$ cat config.mk
export PLATFORM = sky130hd
export DESIGN_NAME = tap_controller
export DESIGN_NICKNAME = d
export VERILOG_FILES = /design/src/rtl/tap_controller.sv
export SDC_FILE = /design/constraint.sdc
export NUM_CORES = 1
export LEC_CHECK = 0
export CORE_AREA = 2 2 39 41
export DETAILED_ROUTE_END_ITERATION = 10
export DIE_AREA = 0 0 41 43
export PLACE_DENSITY_LB_ADDON = 0.3
export SLEW_MARGIN = 0
export SYNTH_ARGS = -nofsm -noshare
export SYNTH_HDL_FRONTEND = slang
export SYNTH_SLANG_ARGS = --single-unit
$ cat constraint.sdc
create_clock -name TCK -period 1.4 [get_ports TCK]
set_input_delay 0.42 -clock TCK [delete_from_list [all_inputs] [get_ports TCK]]
set_output_delay 0.42 -clock TCK [all_outputs]
set_load 0.02 [all_outputs]
$ cat src/rtl/tap_controller.sv
// IEEE 1149.1 TAP controller: 16-state FSM, state decode, IR shift/latch.
// Define TAP_IR_EN to build the instruction register; otherwise LATCH_IR is IR_RESET and IR_TDO is 0.
module tap_controller #(
    parameter int                     IR_WIDTH = 4,
    parameter logic [IR_WIDTH-1:0]    IR_RESET = {IR_WIDTH{1'b1}}
) (
    input  logic                TCK,
    input  logic                TRST,
    input  logic                TMS,
    input  logic                TDI,
    output logic [3:0]          STATE,
    output logic                TLR,
    output logic                RTI,
    output logic                CAPTURE_DR,
    output logic                SHIFT_DR,
    output logic                UPDATE_DR,
    output logic                CAPTURE_IR,
    output logic                SHIFT_IR,
    output logic                UPDATE_IR,
    output logic [IR_WIDTH-1:0] LATCH_IR,
    output logic                IR_TDO
);

    typedef enum logic [3:0] {
        ST_TLR      = 4'hF,
        ST_RTI      = 4'hC,
        ST_SEL_DR   = 4'h7,
        ST_CAP_DR   = 4'h6,
        ST_SH_DR    = 4'h2,
        ST_EX1_DR   = 4'h1,
        ST_PAUSE_DR = 4'h3,
        ST_EX2_DR   = 4'h0,
        ST_UPD_DR   = 4'h5,
        ST_SEL_IR   = 4'h4,
        ST_CAP_IR   = 4'hE,
        ST_SH_IR    = 4'hA,
        ST_EX1_IR   = 4'h9,
        ST_PAUSE_IR = 4'hB,
        ST_EX2_IR   = 4'h8,
        ST_UPD_IR   = 4'hD
    } tap_state_e;

    tap_state_e state_q;

    // NOTE: sequential state is written with <= so every register samples the pre-edge values.
    always_ff @(posedge TCK) begin
        if (TRST) begin
            state_q <= ST_TLR;
        end else begin
            unique case (state_q)
                ST_TLR:      state_q <= TMS ? ST_TLR    : ST_RTI;
                ST_RTI:      state_q <= TMS ? ST_SEL_DR : ST_RTI;
                ST_SEL_DR:   state_q <= TMS ? ST_SEL_IR : ST_CAP_DR;
                ST_CAP_DR:   state_q <= TMS ? ST_EX1_DR : ST_SH_DR;
                ST_SH_DR:    state_q <= TMS ? ST_EX1_DR : ST_SH_DR;
                ST_EX1_DR:   state_q <= TMS ? ST_UPD_DR : ST_PAUSE_DR;
                ST_PAUSE_DR: state_q <= TMS ? ST_EX2_DR : ST_PAUSE_DR;
                ST_EX2_DR:   state_q <= TMS ? ST_UPD_DR : ST_SH_DR;
                ST_UPD_DR:   state_q <= TMS ? ST_SEL_DR : ST_RTI;
                ST_SEL_IR:   state_q <= TMS ? ST_TLR    : ST_CAP_IR;
                ST_CAP_IR:   state_q <= TMS ? ST_EX1_IR : ST_SH_IR;
                ST_SH_IR:    state_q <= TMS ? ST_EX1_IR : ST_SH_IR;
                ST_EX1_IR:   state_q <= TMS ? ST_UPD_IR : ST_PAUSE_IR;
                ST_PAUSE_IR: state_q <= TMS ? ST_EX2_IR : ST_PAUSE_IR;
                ST_EX2_IR:   state_q <= TMS ? ST_UPD_IR : ST_SH_IR;
                ST_UPD_IR:   state_q <= TMS ? ST_SEL_DR : ST_RTI;
                default:     state_q <= ST_TLR;
            endcase
        end
    end

    // Decode depends on the state register only, never on TMS.
    assign STATE      = state_q;
    assign TLR        = (state_q == ST_TLR);
    assign RTI        = (state_q == ST_RTI);
    assign CAPTURE_DR = (state_q == ST_CAP_DR);
    assign SHIFT_DR   = (state_q == ST_SH_DR);
    assign UPDATE_DR  = (state_q == ST_UPD_DR);
    assign CAPTURE_IR = (state_q == ST_CAP_IR);
    assign SHIFT_IR   = (state_q == ST_SH_IR);
    assign UPDATE_IR  = (state_q == ST_UPD_IR);

`ifdef TAP_IR_EN
    localparam logic [IR_WIDTH-1:0] IR_CAPTURE = {{(IR_WIDTH-2){1'b0}}, 2'b01};

    logic [IR_WIDTH-1:0] ir_shift_q;
    logic [IR_WIDTH-1:0] ir_shift_d;
    logic [IR_WIDTH-1:0] latch_ir_q;
    logic [IR_WIDTH-1:0] latch_ir_d;

    // NOTE: every comb output gets a default first so no path leaves it unassigned (no latch).
    always_comb begin
        ir_shift_d = ir_shift_q;
        latch_ir_d = latch_ir_q;
        unique case (state_q)
            ST_CAP_IR: ir_shift_d = IR_CAPTURE;
            ST_SH_IR:  ir_shift_d = {TDI, ir_shift_q[IR_WIDTH-1:1]};
            ST_UPD_IR: latch_ir_d = ir_shift_q;
            ST_TLR:    latch_ir_d = IR_RESET;
            default: ;
        endcase
    end

    always_ff @(posedge TCK) begin
        if (TRST) begin
            ir_shift_q <= '0;
            latch_ir_q <= IR_RESET;
        end else begin
            ir_shift_q <= ir_shift_d;
            latch_ir_q <= latch_ir_d;
        end
    end

    assign LATCH_IR = latch_ir_q;
    assign IR_TDO   = ir_shift_q[0];
`else
    logic unused_tdi;

    assign unused_tdi = TDI;
    assign LATCH_IR   = IR_RESET;
    assign IR_TDO     = 1'b0;
`endif

endmodule

## Yosys cells after proc, flatten, opt, wreduce, memory -nomap -nowiden

Index checks and enable logic that the tools add are counted.

- Memories: 0
- RAM bits: 0
- Bits of input ports: 4
- Memory bits (read-only): 0
- Logic and storage cells: 33
- Bits in registers: 4
- Latch bits: 0

- Div/mod/pow operators: 0
- Bitwise gates (word level): 0
- Multiply operators: 0
- Equal/unequal tests: 15
- Reduce and logical (&&, ||, !) cells: 4
- Mux-type cells: 13
- Shift-type cells: 0
- Add/sub/neg operators: 0
- Magnitude comparators: 0

Operators with widths:

| kind | number |
|---|---|
| 4-bit case mux with 12 select lines | 1 |
| 4-bit == test, second input constant | 8 |
| 4-bit by 3-bit == test with 1-bit output, second input constant | 4 |
| 2-bit two-way mux | 6 |
| 3-bit two-way mux | 4 |
| 4-bit by 2-bit == test with 1-bit output, second input constant | 2 |
| 4-bit by 1-bit == test with 1-bit output, second input constant | 1 |
| 4-bit logical NOT | 1 |
| 4-bit two-way mux | 1 |
| 2-bit OR reduction | 2 |
| 3-bit OR reduction | 1 |
| 1-bit two-way mux | 1 |

## Depth between registers and ports, before layout

- Word-level depth: 3
- Depth in mapped cells: 4
- Mapped depth without buffers: 3

## Worst setup path before layout

OpenSTA, ideal clock, no wires.

- Path kind: reg-to-output
- Start point: register state_q[1] (netlist: STATE[1])
- End point: output port SHIFT_IR
- Path slack: -0.372 ns
- Data required time: 0.980 ns
- Cell stages (with the launch flop): 3
- Arrival time: 1.352 ns
- Buffers on the path: 0
- Cells stage by stage: dfxtp_1 > or2b_1 > nor3b_1

- Longest elaborated chain between the ends: 1

RTL lines:

| what | line | source |
|---|---|---|
| start: declaration | 43 | `tap_state_e state_q;` |
| start signal: assignment | 51 | `ST_TLR: state_q <= TMS ? ST_TLR : ST_RTI;` |
| start signal: assignment | 52 | `ST_RTI: state_q <= TMS ? ST_SEL_DR : ST_RTI;` |
| start signal: assignment | 53 | `ST_SEL_DR: state_q <= TMS ? ST_SEL_IR : ST_CAP_DR;` |
| 4-bit == test | 80 | `assign SHIFT_IR = (state_q == ST_SH_IR);` |
| end: declaration | 18 | `output logic SHIFT_IR,` |

Every way passes these cells.

## Worst setup path after layout

Same ends and word-level chain as after synthesis.

==> flow_summary.toml <==
[sta]
final.period_utilization_pct = 116
finalHoldViolCount = 0
setup_viol = 8
final.min_clock_period_ps = 1620
finalClockSkew_ps = 3.73
fmax_mhz = 618
slew_violations = 0
worst_slack_ps = -217
rsz0062_at_grt = "true"
fin_setup_tns_ps = -907

[run]
maxCapViolations = 0

[clock_network]
cts_buffers = 3
cts_max_path_buffers = 2
clkTransAtPathRegs_ps = 40
cts_hold_buf = 0
cts_root_buffer = "clkbuf_4"
clk_latency_ps = 240
h-tree-depth = 1
cts_tree = "done"
clock_sinks = 4

[final_layout]
drive_above_1_share_pct = 64.1
syn_to_final_growth_pct = 97.1
largest_reg_flops = 4
final_area_um2 = 602
nets = 69
antenna_cells = 0

[placed_design]
hpwl_um = 652
place_area_um2 = 567
numPortBuffers = 14
routabilityCongestion = 0.711
preCtsSetupSlack_ps = -440

[synth]
synth.avg_cell_area_um2 = 7.27
netlist_instances = 42
ys_seq_area_share_pct = 26.2
ys.warnings.count = 0
async_reset_ff_share_pct = 0
synth-edff-count = 0
ys_types = 21
synth_ff_type = "dfxtp_1"
synth_seq_cells = 4
synthesis.area_um2 = 305

[floorplanning]
die_x_um = 41
core-area_um2 = 1380
num_rows = 14
die_y_um = 43
initial_core_util_pct = 22.1
die-area_um2 = 1760
io_pins = 21

[route]
post_drt_wl_per_cell_um = 10.7
dr.pass1.iters = 4
via_per_inst = 4.63
num_vias = 370
ant_nets = 0
drt-initial-drc-count = 3
drcViolationCount = 0
routed_wl_um = 854

[global_route]
antenna_found_initial = 0
use_met2_pct = 16.3
use_met3_pct = 1.57
globalRouteMet1Util_pct = 15.1
grt_pass1_vias = 325
grt_start_max_net_pins = 11
grt_overflow_total = 0
grt_pass1_wl_mm = 1.37
grt_usage_pct = 11.7
top_usage_layer = "met2"

[hold_path]
whs_path_depth = 2
hold_class = "reg -> reg"

[setup_path]
crit_path_start = "STATE[1]$_SDFF_PP1_"
crit_path_start_kind = "register"
critPathCaptureType = "primary output"
cp.required_ps = 980
path_max_fanout = 4
r2r_start = "STATE[1]$_SDFF_PP1_"
crit_type = "reg -> out"
crit_end = "SHIFT_IR"
ff2ff_path_depth = 5
r2r-end = "STATE[1]$_SDFF_PP1_"
r2r_slack_ps = 220
cp.arrival_ps = 1200

[power_and_ir_drop]
power.density_nw_per_um2 = 1140
vdd_drop_max_mv = 0.413
leakagePower_nw = 0.261

[status]
outcome = "finished with violations"
violations = "setup timing"
==> cell usage after synthesis, types with 2 or more instances <==
master,n,area (um^2)
nor3_1,3,15.0
dfxtp_1,4,80.1
nor3b_1,2,15.0
buf_4,5,37.5
conb_1,2,7.51
buf_2,2,10.0
nand2_1,4,15.0
nor2_1,6,22.5
o211ai_1,2,15.0
==> worst min path at each step <==
| stage | slack, ps | to | startpoint |
|---|---|---|---|
| detailed placement | 640 | STATE[1]$_SDFF_PP1_ | STATE[0]$_SDFF_PP1_ |
| global route | 650 | STATE[1]$_SDFF_PP1_ | STATE[0]$_SDFF_PP1_ |
| floorplan | 520 | STATE[0]$_SDFF_PP1_ | TRST |
| CTS | 620 | STATE[1]$_SDFF_PP1_ | STATE[0]$_SDFF_PP1_ |
| global placement | 640 | STATE[1]$_SDFF_PP1_ | STATE[0]$_SDFF_PP1_ |
| finish | 620 | STATE[1]$_SDFF_PP1_ | STATE[0]$_SDFF_PP1_ |
==> power by group <==
group          internal [mW]  switching, mW  total, mW  leakage [nW]
Clock                  0.108         0.0570      0.165        0.0150
Sequential             0.136         0.0228      0.159        0.0333
Combinational          0.165          0.201      0.366         0.213
Total                  0.409          0.280      0.689         0.261
==> metal layers <==
layer / vias to the layer above / part of all wire (%)
li1: 176 / -
met1: 175 / 40
met2: 16 / 53
met3: 3 / 4.7
met4: 0 / 2.2
met5: - / 0
==> timing repair <==
item,in CTS,in global routing
endpoints found under the setup margin,12,8
pin swaps,4,2
resized for setup,67,2
setup buffers,0,0
==> logic make-up (layout without fill, tap and decap cells) <==
group / after synthesis / in the layout / synth area share (%)
multiplexers: 1 / 1 / 4.92
AND/OR/NAND/NOR: 20 / 20 / 32.4
flip-flops: 4 / 4 / 26.2
buffers and inverters: 8 / 27 / 16.8
AO/OA/AOI/OAI: 7 / 7 / 17.2
other: 2 / 5 / 2.46
==> per-stage QoR <==
stage | utilization [%] | total power, mW | hold WS [ps] | cells
final | 43.5 | 0.689 | 619 | 80
after global routing | 43.5 | 0.729 | 649 | 80
after CTS | 43.0 | 0.691 | 619 | 80
after detailed placement | 41.0 | 0.522 | 643 | 76
after global placement | 41.0 | 0.521 | 644 | 76
after floorplan | - | 0.399 | 525 | 45
==> cells in the final DEF, fill, tap and decap left out, types with 3 or more instances in the layout <==
master / n
buf_6: 8
dfxtp_4: 3
conb_1: 5
buf_4: 8
clkbuf_4: 3
buf_2: 4
nor2_4: 3
==> area by class of cell <==
class | instances | area (um^2)
clock buffer | 4 | 26.3
sequential | 4 | 92.6
multi-input combinational | 33 | 269
inverter | 1 | 3.75
timing repair buffer | 22 | 190
tap | 16 | 20.0
fill | 141 | 782
==> worst max-delay path, stage by stage (launching register included) <==
cell and delay [ps]:
dfxtp_4 330, or2b_4 300, nor3b_4 180, buf_6 140
Power figures use the tool's default switching activity.
